File: src/rtl/ddr_defs_pkg.sv
// Shared DDR command-path definitions: pin command codes, sequencer states,
// address widths and the column-to-pin address mapping.
package ddr_defs;

  localparam int BA_W    = 2;
  localparam int ROW_W   = 13;
  localparam int COL_W   = 8;
  localparam int TIMER_W = 8;
  localparam int A10     = 10;

  // {ras_n, cas_n, we_n}
  typedef enum logic [2:0] {
    CMD_REFRESH   = 3'b001,
    CMD_PRECHARGE = 3'b010,
    CMD_ACTIVE    = 3'b011,
    CMD_WRITE     = 3'b100,
    CMD_READ      = 3'b101,
    CMD_NOP       = 3'b111
  } ddr_cmd_e;

  typedef enum logic [2:0] {
    ST_IDLE,
    ST_RCD,
    ST_XFER,
    ST_PRE,
    ST_RFC
  } seq_state_e;

  // Column pairs: the pin column is the pair index with a zero LSB.
  function automatic logic [ROW_W-1:0] col_to_addr(input logic [COL_W-1:0] col);
    return ROW_W'({col, 1'b0});
  endfunction

endpackage

File: src/rtl/ddr_wait_timer.sv
// Loadable down-counter; done is high whenever the count has reached zero.
module ddr_wait_timer
  import ddr_defs::*;
#(
  parameter int W = TIMER_W
) (
  input  logic         clock_i,
  input  logic         reset_i,
  input  logic         load_i,
  input  logic [W-1:0] load_val_i,
  output logic         done_o
);

  logic [W-1:0] cnt_q, cnt_d;

  // Load wins; otherwise count down and park at zero.
  always_comb begin
    cnt_d = cnt_q;
    if (load_i) begin
      cnt_d = load_val_i;
    end else if (cnt_q != '0) begin
      cnt_d = cnt_q - W'(1);
    end
  end

  // Count register.
  always_ff @(posedge clock_i) begin
    if (reset_i) begin
      cnt_q <= '0;
    end else begin
      cnt_q <= cnt_d;
    end
  end

  assign done_o = (cnt_q == '0);

endmodule

File: src/rtl/ddr_cmd_sequencer.sv
// Turns scheduler row/transfer/close requests into timed DDR commands and
// owns the refresh interval plus the rfc_req/rfc_ack/rfc_end handshake.
//
// state | meaning
// IDLE  | no row open; refresh or ACTIVE may be issued
// RCD   | NOPs after ACTIVE until the row is usable
// XFER  | READ/WRITE every cycle; PRECHARGE ALL once write recovery is met
// PRE   | NOPs after PRECHARGE
// RFC   | NOPs after AUTO REFRESH
module ddr_cmd_sequencer
  import ddr_defs::*;
#(
  parameter int TRCD  = 2,
  parameter int TRP   = 2,
  parameter int TWR   = 2,
  parameter int TRFC  = 8,
  parameter int TREFI = 780
) (
  input  logic             clock_i,
  input  logic             reset_i,
  input  logic             enable_i,
  input  logic             cmd_start_i,
  input  logic             cmd_read_i,
  input  logic             cmd_last_i,
  input  logic [BA_W-1:0]  cmd_bank_i,
  input  logic [ROW_W-1:0] cmd_row_i,
  input  logic [COL_W-1:0] cmd_col_i,
  output logic             ctl_active_o,
  output logic             ctl_read_o,
  output logic             ctl_write_o,
  output logic             rfc_req_o,
  input  logic             rfc_ack_i,
  output logic             rfc_end_o,
  output logic [2:0]       ddr_cmd_o,
  output logic [BA_W-1:0]  ddr_ba_o,
  output logic [ROW_W-1:0] ddr_a_o
);

  localparam int REFI_W = (TREFI > 1) ? $clog2(TREFI) : 1;
  localparam logic [REFI_W-1:0]  REFI_LAST = REFI_W'(TREFI - 1);
  // Load values count the wait cycles that follow the cycle the command is on pins.
  localparam logic [TIMER_W-1:0] LD_RCD = TIMER_W'(TRCD - 2);
  localparam logic [TIMER_W-1:0] LD_RP  = TIMER_W'(TRP - 1);
  localparam logic [TIMER_W-1:0] LD_WR  = TIMER_W'(TWR - 1);
  localparam logic [TIMER_W-1:0] LD_RFC = TIMER_W'(TRFC - 1);
  localparam logic [ROW_W-1:0]   A_ALL  = ROW_W'(1) << A10;

  seq_state_e         state_q, state_d;
  ddr_cmd_e           cmd_q, cmd_d;
  logic [BA_W-1:0]    ba_q, ba_d, bank_q, bank_d;
  logic [ROW_W-1:0]   a_q, a_d, row_q, row_d;
  logic [REFI_W-1:0]  refi_q, refi_d;
  logic               rfc_req_q, rfc_req_d;
  logic               rfc_end_q, rfc_end_d;
  logic               rfc_pend_q, rfc_pend_d;
  logic               srst, refi_wrap, ack_take, refresh_due;
  logic               tmr_load, tmr_done;
  logic [TIMER_W-1:0] tmr_val;

  // Disable is treated exactly like reset.
  assign srst        = reset_i | ~enable_i;
  assign refi_wrap   = (refi_q == REFI_LAST);
  assign ack_take    = rfc_ack_i & rfc_req_q;
  assign refresh_due = rfc_pend_q | ack_take;

  ddr_wait_timer #(.W(TIMER_W)) u_wait_timer (
    .clock_i    (clock_i),
    .reset_i    (srst),
    .load_i     (tmr_load),
    .load_val_i (tmr_val),
    .done_o     (tmr_done)
  );

  // Refresh interval; a wrap is absorbed while a refresh is requested or in progress.
  always_comb begin
    refi_d    = refi_wrap ? '0 : refi_q + REFI_W'(1);
    rfc_req_d = (rfc_req_q & ~rfc_ack_i) | (refi_wrap & rfc_end_q & ~rfc_req_q);
  end

  // Next state, next pin image and the Mealy strobes.
  always_comb begin
    state_d      = state_q;
    cmd_d        = CMD_NOP;
    ba_d         = '0;
    a_d          = '0;
    bank_d       = bank_q;
    row_d        = row_q;
    tmr_load     = 1'b0;
    tmr_val      = '0;
    ctl_active_o = 1'b0;
    ctl_read_o   = 1'b0;
    ctl_write_o  = 1'b0;
    rfc_pend_d   = rfc_pend_q | ack_take;
    rfc_end_d    = rfc_end_q & ~ack_take;
    unique case (state_q)
      ST_IDLE: begin
        if (refresh_due) begin
          cmd_d      = CMD_REFRESH;
          rfc_pend_d = 1'b0;
          tmr_load   = 1'b1;
          tmr_val    = LD_RFC;
          state_d    = ST_RFC;
        end else if (cmd_start_i) begin
          ctl_active_o = 1'b1;
          cmd_d        = CMD_ACTIVE;
          ba_d         = cmd_bank_i;
          a_d          = cmd_row_i;
          bank_d       = cmd_bank_i;
          row_d        = cmd_row_i;
          tmr_load     = 1'b1;
          tmr_val      = LD_RCD;
          state_d      = ST_RCD;
        end
      end
      ST_RCD: begin
        if (tmr_done) state_d = ST_XFER;
      end
      ST_XFER: begin
        if (!cmd_last_i) begin
          ba_d = bank_q;
          a_d  = col_to_addr(cmd_col_i);
          if (cmd_read_i) begin
            ctl_read_o = 1'b1;
            cmd_d      = CMD_READ;
          end else begin
            ctl_write_o = 1'b1;
            cmd_d       = CMD_WRITE;
            tmr_load    = 1'b1;
            tmr_val     = LD_WR;
          end
        end else if (tmr_done) begin
          cmd_d    = CMD_PRECHARGE;
          a_d      = A_ALL;
          tmr_load = 1'b1;
          tmr_val  = LD_RP;
          state_d  = ST_PRE;
        end
      end
      ST_PRE: begin
        if (tmr_done) state_d = ST_IDLE;
      end
      ST_RFC: begin
        if (tmr_done) begin
          rfc_end_d = 1'b1;
          state_d   = ST_IDLE;
        end
      end
      default: state_d = ST_IDLE;
    endcase
    if (srst) begin
      ctl_active_o = 1'b0;
      ctl_read_o   = 1'b0;
      ctl_write_o  = 1'b0;
    end
  end

  // State, pin and refresh registers; abort drops straight to the idle image.
  always_ff @(posedge clock_i) begin
    if (srst) begin
      state_q    <= ST_IDLE;
      cmd_q      <= CMD_NOP;
      ba_q       <= '0;
      a_q        <= '0;
      bank_q     <= '0;
      row_q      <= '0;
      refi_q     <= '0;
      rfc_req_q  <= 1'b0;
      rfc_end_q  <= 1'b1;
      rfc_pend_q <= 1'b0;
    end else begin
      state_q    <= state_d;
      cmd_q      <= cmd_d;
      ba_q       <= ba_d;
      a_q        <= a_d;
      bank_q     <= bank_d;
      row_q      <= row_d;
      refi_q     <= refi_d;
      rfc_req_q  <= rfc_req_d;
      rfc_end_q  <= rfc_end_d;
      rfc_pend_q <= rfc_pend_d;
    end
  end

  assign ddr_cmd_o = cmd_q;
  assign ddr_ba_o  = ba_q;
  assign ddr_a_o   = a_q;
  assign rfc_req_o = rfc_req_q;
  assign rfc_end_o = rfc_end_q;

endmodule
File: config.mk
export PLATFORM = sky130hd
export DESIGN_NAME = ddr_cmd_sequencer
export DESIGN_NICKNAME = d
export VERILOG_FILES = /design/src/rtl/ddr_defs_pkg.sv /design/src/rtl/ddr_wait_timer.sv /design/src/rtl/ddr_cmd_sequencer.sv
export SDC_FILE = /design/constraint.sdc
export NUM_CORES = 1
export LEC_CHECK = 0
export CORE_UTILIZATION = 35
export CTS_BUF_LIST = sky130_fd_sc_hd__clkbuf_2
export DETAILED_ROUTE_END_ITERATION = 8
export GPL_TIMING_DRIVEN = 0
export SKIP_CTS_REPAIR_TIMING = 1
export SLEW_MARGIN = 30
export SYNTH_ARGS = -nofsm -noshare
export SYNTH_HDL_FRONTEND = slang
export SYNTH_SLANG_ARGS = --single-unit
export TNS_END_PERCENT = 1
File: constraint.sdc
create_clock -name clock_i -period 2 [get_ports clock_i]
set_input_delay 0.4 -clock clock_i [delete_from_list [all_inputs] [get_ports clock_i]]
set_output_delay 0.4 -clock clock_i [all_outputs]
set_load 0.02 [all_outputs]
==> results.md <==
- Synth Register Bits: 44
- Most frequent cells in the layout: clkdlybuf4s50_1 (47), dfxtp_1 (40), nor2_1 (29)
- NetSw: 549.5 uW
- First-pass GRT wire length: 6996 um
- Max incr delay on CP: 0.41 ns
- Sequential share of the synthesized area: 47.31%
- GRT Overall Usage: 16.36%
- Vias in the first global route: 1524
- Xor/xnor share of the synthesized area: 6.586%
- Multiplexer share of the synthesized area: 0.5376%
- Residual DRC: 0
- Maximum number of pins on one net before global-route repair: 14
- Final ANT Viol Nets: 0
- Netlist Area Pre-Place: 0.001862 mm2
- DRT Pass-1 Iters: 4
- Buffers & Inverters on Critical Path: 2
- Clk pwr share: 25.9%
- Main combinational cell family by area after synthesis: simple AND/OR/NAND/NOR gates
- Count of final hold-check violations: 0
- Compound-gate portion of the synthesized area: 14.78%
- Critical path endpoint category: output pin
- Int Power: 1.363 mW
- Vias: 1690
- Dpl cells: 337
- Antenna diodes: 0
- Clock-pin transition on the worst setup and hold timing paths: 0.22 ns
- Syn_area_per_cell: 8.659 um2
- Number of synthesized flops with an enable pin: 0
- # IOs: 53
- Top delay family on crit path: simple AND/OR/NAND/NOR gates
- Die area: 0.005615 mm2
- Worst hold slack: 0.4292 ns
- Final slew viol count: 0
- Longest Clk Path Bufs: 2
- P per Cell Area: 724.0 mW/mm2
- Min-Delay Path Class: primary input to flop
- Die Ht: 74.94 um
- Comb pwr share: 24.7%
- Core area: 0.005107 mm2
- Share of layout cells above drive strength 1: 11.51%
- Overflow after GRT: 0
- Sink Count: 44
- Post-synthesis cell type count: 38
- Max Cap Viol: 0
- WP data arrival: 1.59 ns
- Post-Synth Adder-Cell Area: 2.016%
- Clock root buffer: clkbuf_2
- Starting density of the core: 36.45%
- Relative slew slack: 55.24%
- Final Wtd Congestion: 0.8394
- CP cell instances: nor4b_4, buf_6, nand2_1, nor2_1, buf_4
- Initial antenna violation count: 0
- Die width: 74.94 um
- Clock latency on the worst-skew pair: 0.40 ns
- Wirelength per Cell: 12.67 um
- Final Total Pwr: 1.912 mW
- Commonest non-fill, non-tap cell in the layout: clkdlybuf4s50_1
- CTS Buf Count: 5
- Crit path max-delay cell type: dfxtp_4
- Max frequency: 0.5020 GHz
- Setup Skew: 0.01333 ns
- RSZ-0062 raised after global routing: yes
- P_leak: 1.006 nW
- Yosys warns: 0
- Sequential power share: 49.4%
- CTS tree: built
- Status: finished clean
- CP Class: flop to output pin
- Final WL: 4410 um
- Final period util: 99.60%
- Mapped Nets: 248
- H-tree depth: 2
- Crit Path Max Fanout: 4
- Final Setup Violations: 0
- Maximum vdd drop: 0.5766 mV
- Post-detail-place hpwl: 3262 um
- Post-Synth Simple-Gate Area: 25.67%
- Row count: 26
- Sw Share: 28.73%
- Port-buffer cells: 52
- Nets: 310
- Routed vias/inst: 4.856
- Syn Inst Count: 215
- Ys flop type: dfxtp_1
- Area Overhead vs Synth: 41.87%
- Tmin final: 1.992 ns
- Slew @ Worst Pin: 0.6545 ns
- Final Non-Filler Cells: 348
- CP Launch Type: flop
- Async set-reset flop share out of synthesis: 0%
- DRT iter0 DRCs: 63
- Critical Path RT: 1.60 ns
-- power by group through the flow --
stage / clock network [mW] / logic, mW / registers, mW
2_1_floorplan: 0 / 0.294 / 0.970
3_3_place_gp: 0 / 0.454 / 0.959
3_5_place_dp: 0 / 0.453 / 0.960
4_1_cts: 0.515 / 0.457 / 0.943
5_1_grt: 0.553 / 0.530 / 0.952
6_report: 0.495 / 0.472 / 0.946
-- logic make-up after synthesis --
group,after synthesis
AO/OA/AOI/OAI,42
multiplexers,1
adder cells (fa/ha/maj),3
flip-flops,44
buffers and inverters,15
XOR/XNOR,14
AND/OR/NAND/NOR,96
-- final timing paths --
check              from           to  slack (ns)  cells after the start
max          state_q[0]  ctl_write_o       0.008                      5
min           rfc_ack_i    rfc_req_o        0.43                      3
max reg2reg   refi_q[0]    rfc_req_o        0.15                      5
min reg2reg   bank_q[0]    bank_q[0]        0.47                      2
-- worst reg2reg max path, stage by stage (launching register included) --
cell and delay (ns):
dfxtp_1 0.41, ha_1 0.23, nand4_1 0.09, or4_1 0.54
or3b_1 0.39, a21oi_1 0.13
-- flip-flops by register name, summed over array words and instances (netlist names) --
signal / flops
rfc_end_o: 1
u_wait_timer.cnt_q: 8
ddr_ba_o: 2
ddr_a_o: 13
ddr_cmd_o: 3
rfc_pend_q: 1
bank_q: 2
state_q: 3
refi_q: 10
rfc_req_o: 1
-- through the flow --
stage	TNS (ns)	utilization, %	setup slack [ns]	area (um2)
2_1_floorplan	0	-	0.08294	1868
3_3_place_gp	-6.653	48.48	-0.9858	2476
3_5_place_dp	-7.223	48.48	-0.9865	2476
4_1_cts	-3.436	49.76	-1.160	2541
5_1_grt	-0.2155	51.71	-0.08368	2641
6_report	0	51.71	0.007905	2641
-- cell usage after synthesis, types with 4 or more instances --
library cell   n  share of area [%]
xnor2_1       11                5.2
nand3_1        8                2.2
nor3_1         5                1.3
o21ai_0        7                1.9
nand2_1       23                4.6
clkbuf_1       8                1.6
nor2_1        29                5.8
a22oi_1        8                3.2
and3_1         8                2.7
inv_1          6                1.2
dfxtp_1       44                 47
a31oi_1        4                1.3
a21oi_1       12                3.2
-- metal layers --
layer / wire length (um) / part of all wire (%) / GRT usage, %
met4: 44 / 1.0 / 5.241
met3: 169 / 3.8 / 3.882
met2: 2022 / 46 / 24.52
met5: 0 / 0 / 0
met1: 2173 / 49 / 23.16
-- cell type report --
class	instances	area [um2]
fill	512	2466
multi-input combinational	156	980.9
sequential	44	890.9
timing repair buffer	57	556.8
tap	70	87.58
buffer	7	37.54
clock inverter	2	35.03
clock buffer	6	30.03
inverter	6	22.52
Power figures use the tool's default switching activity.
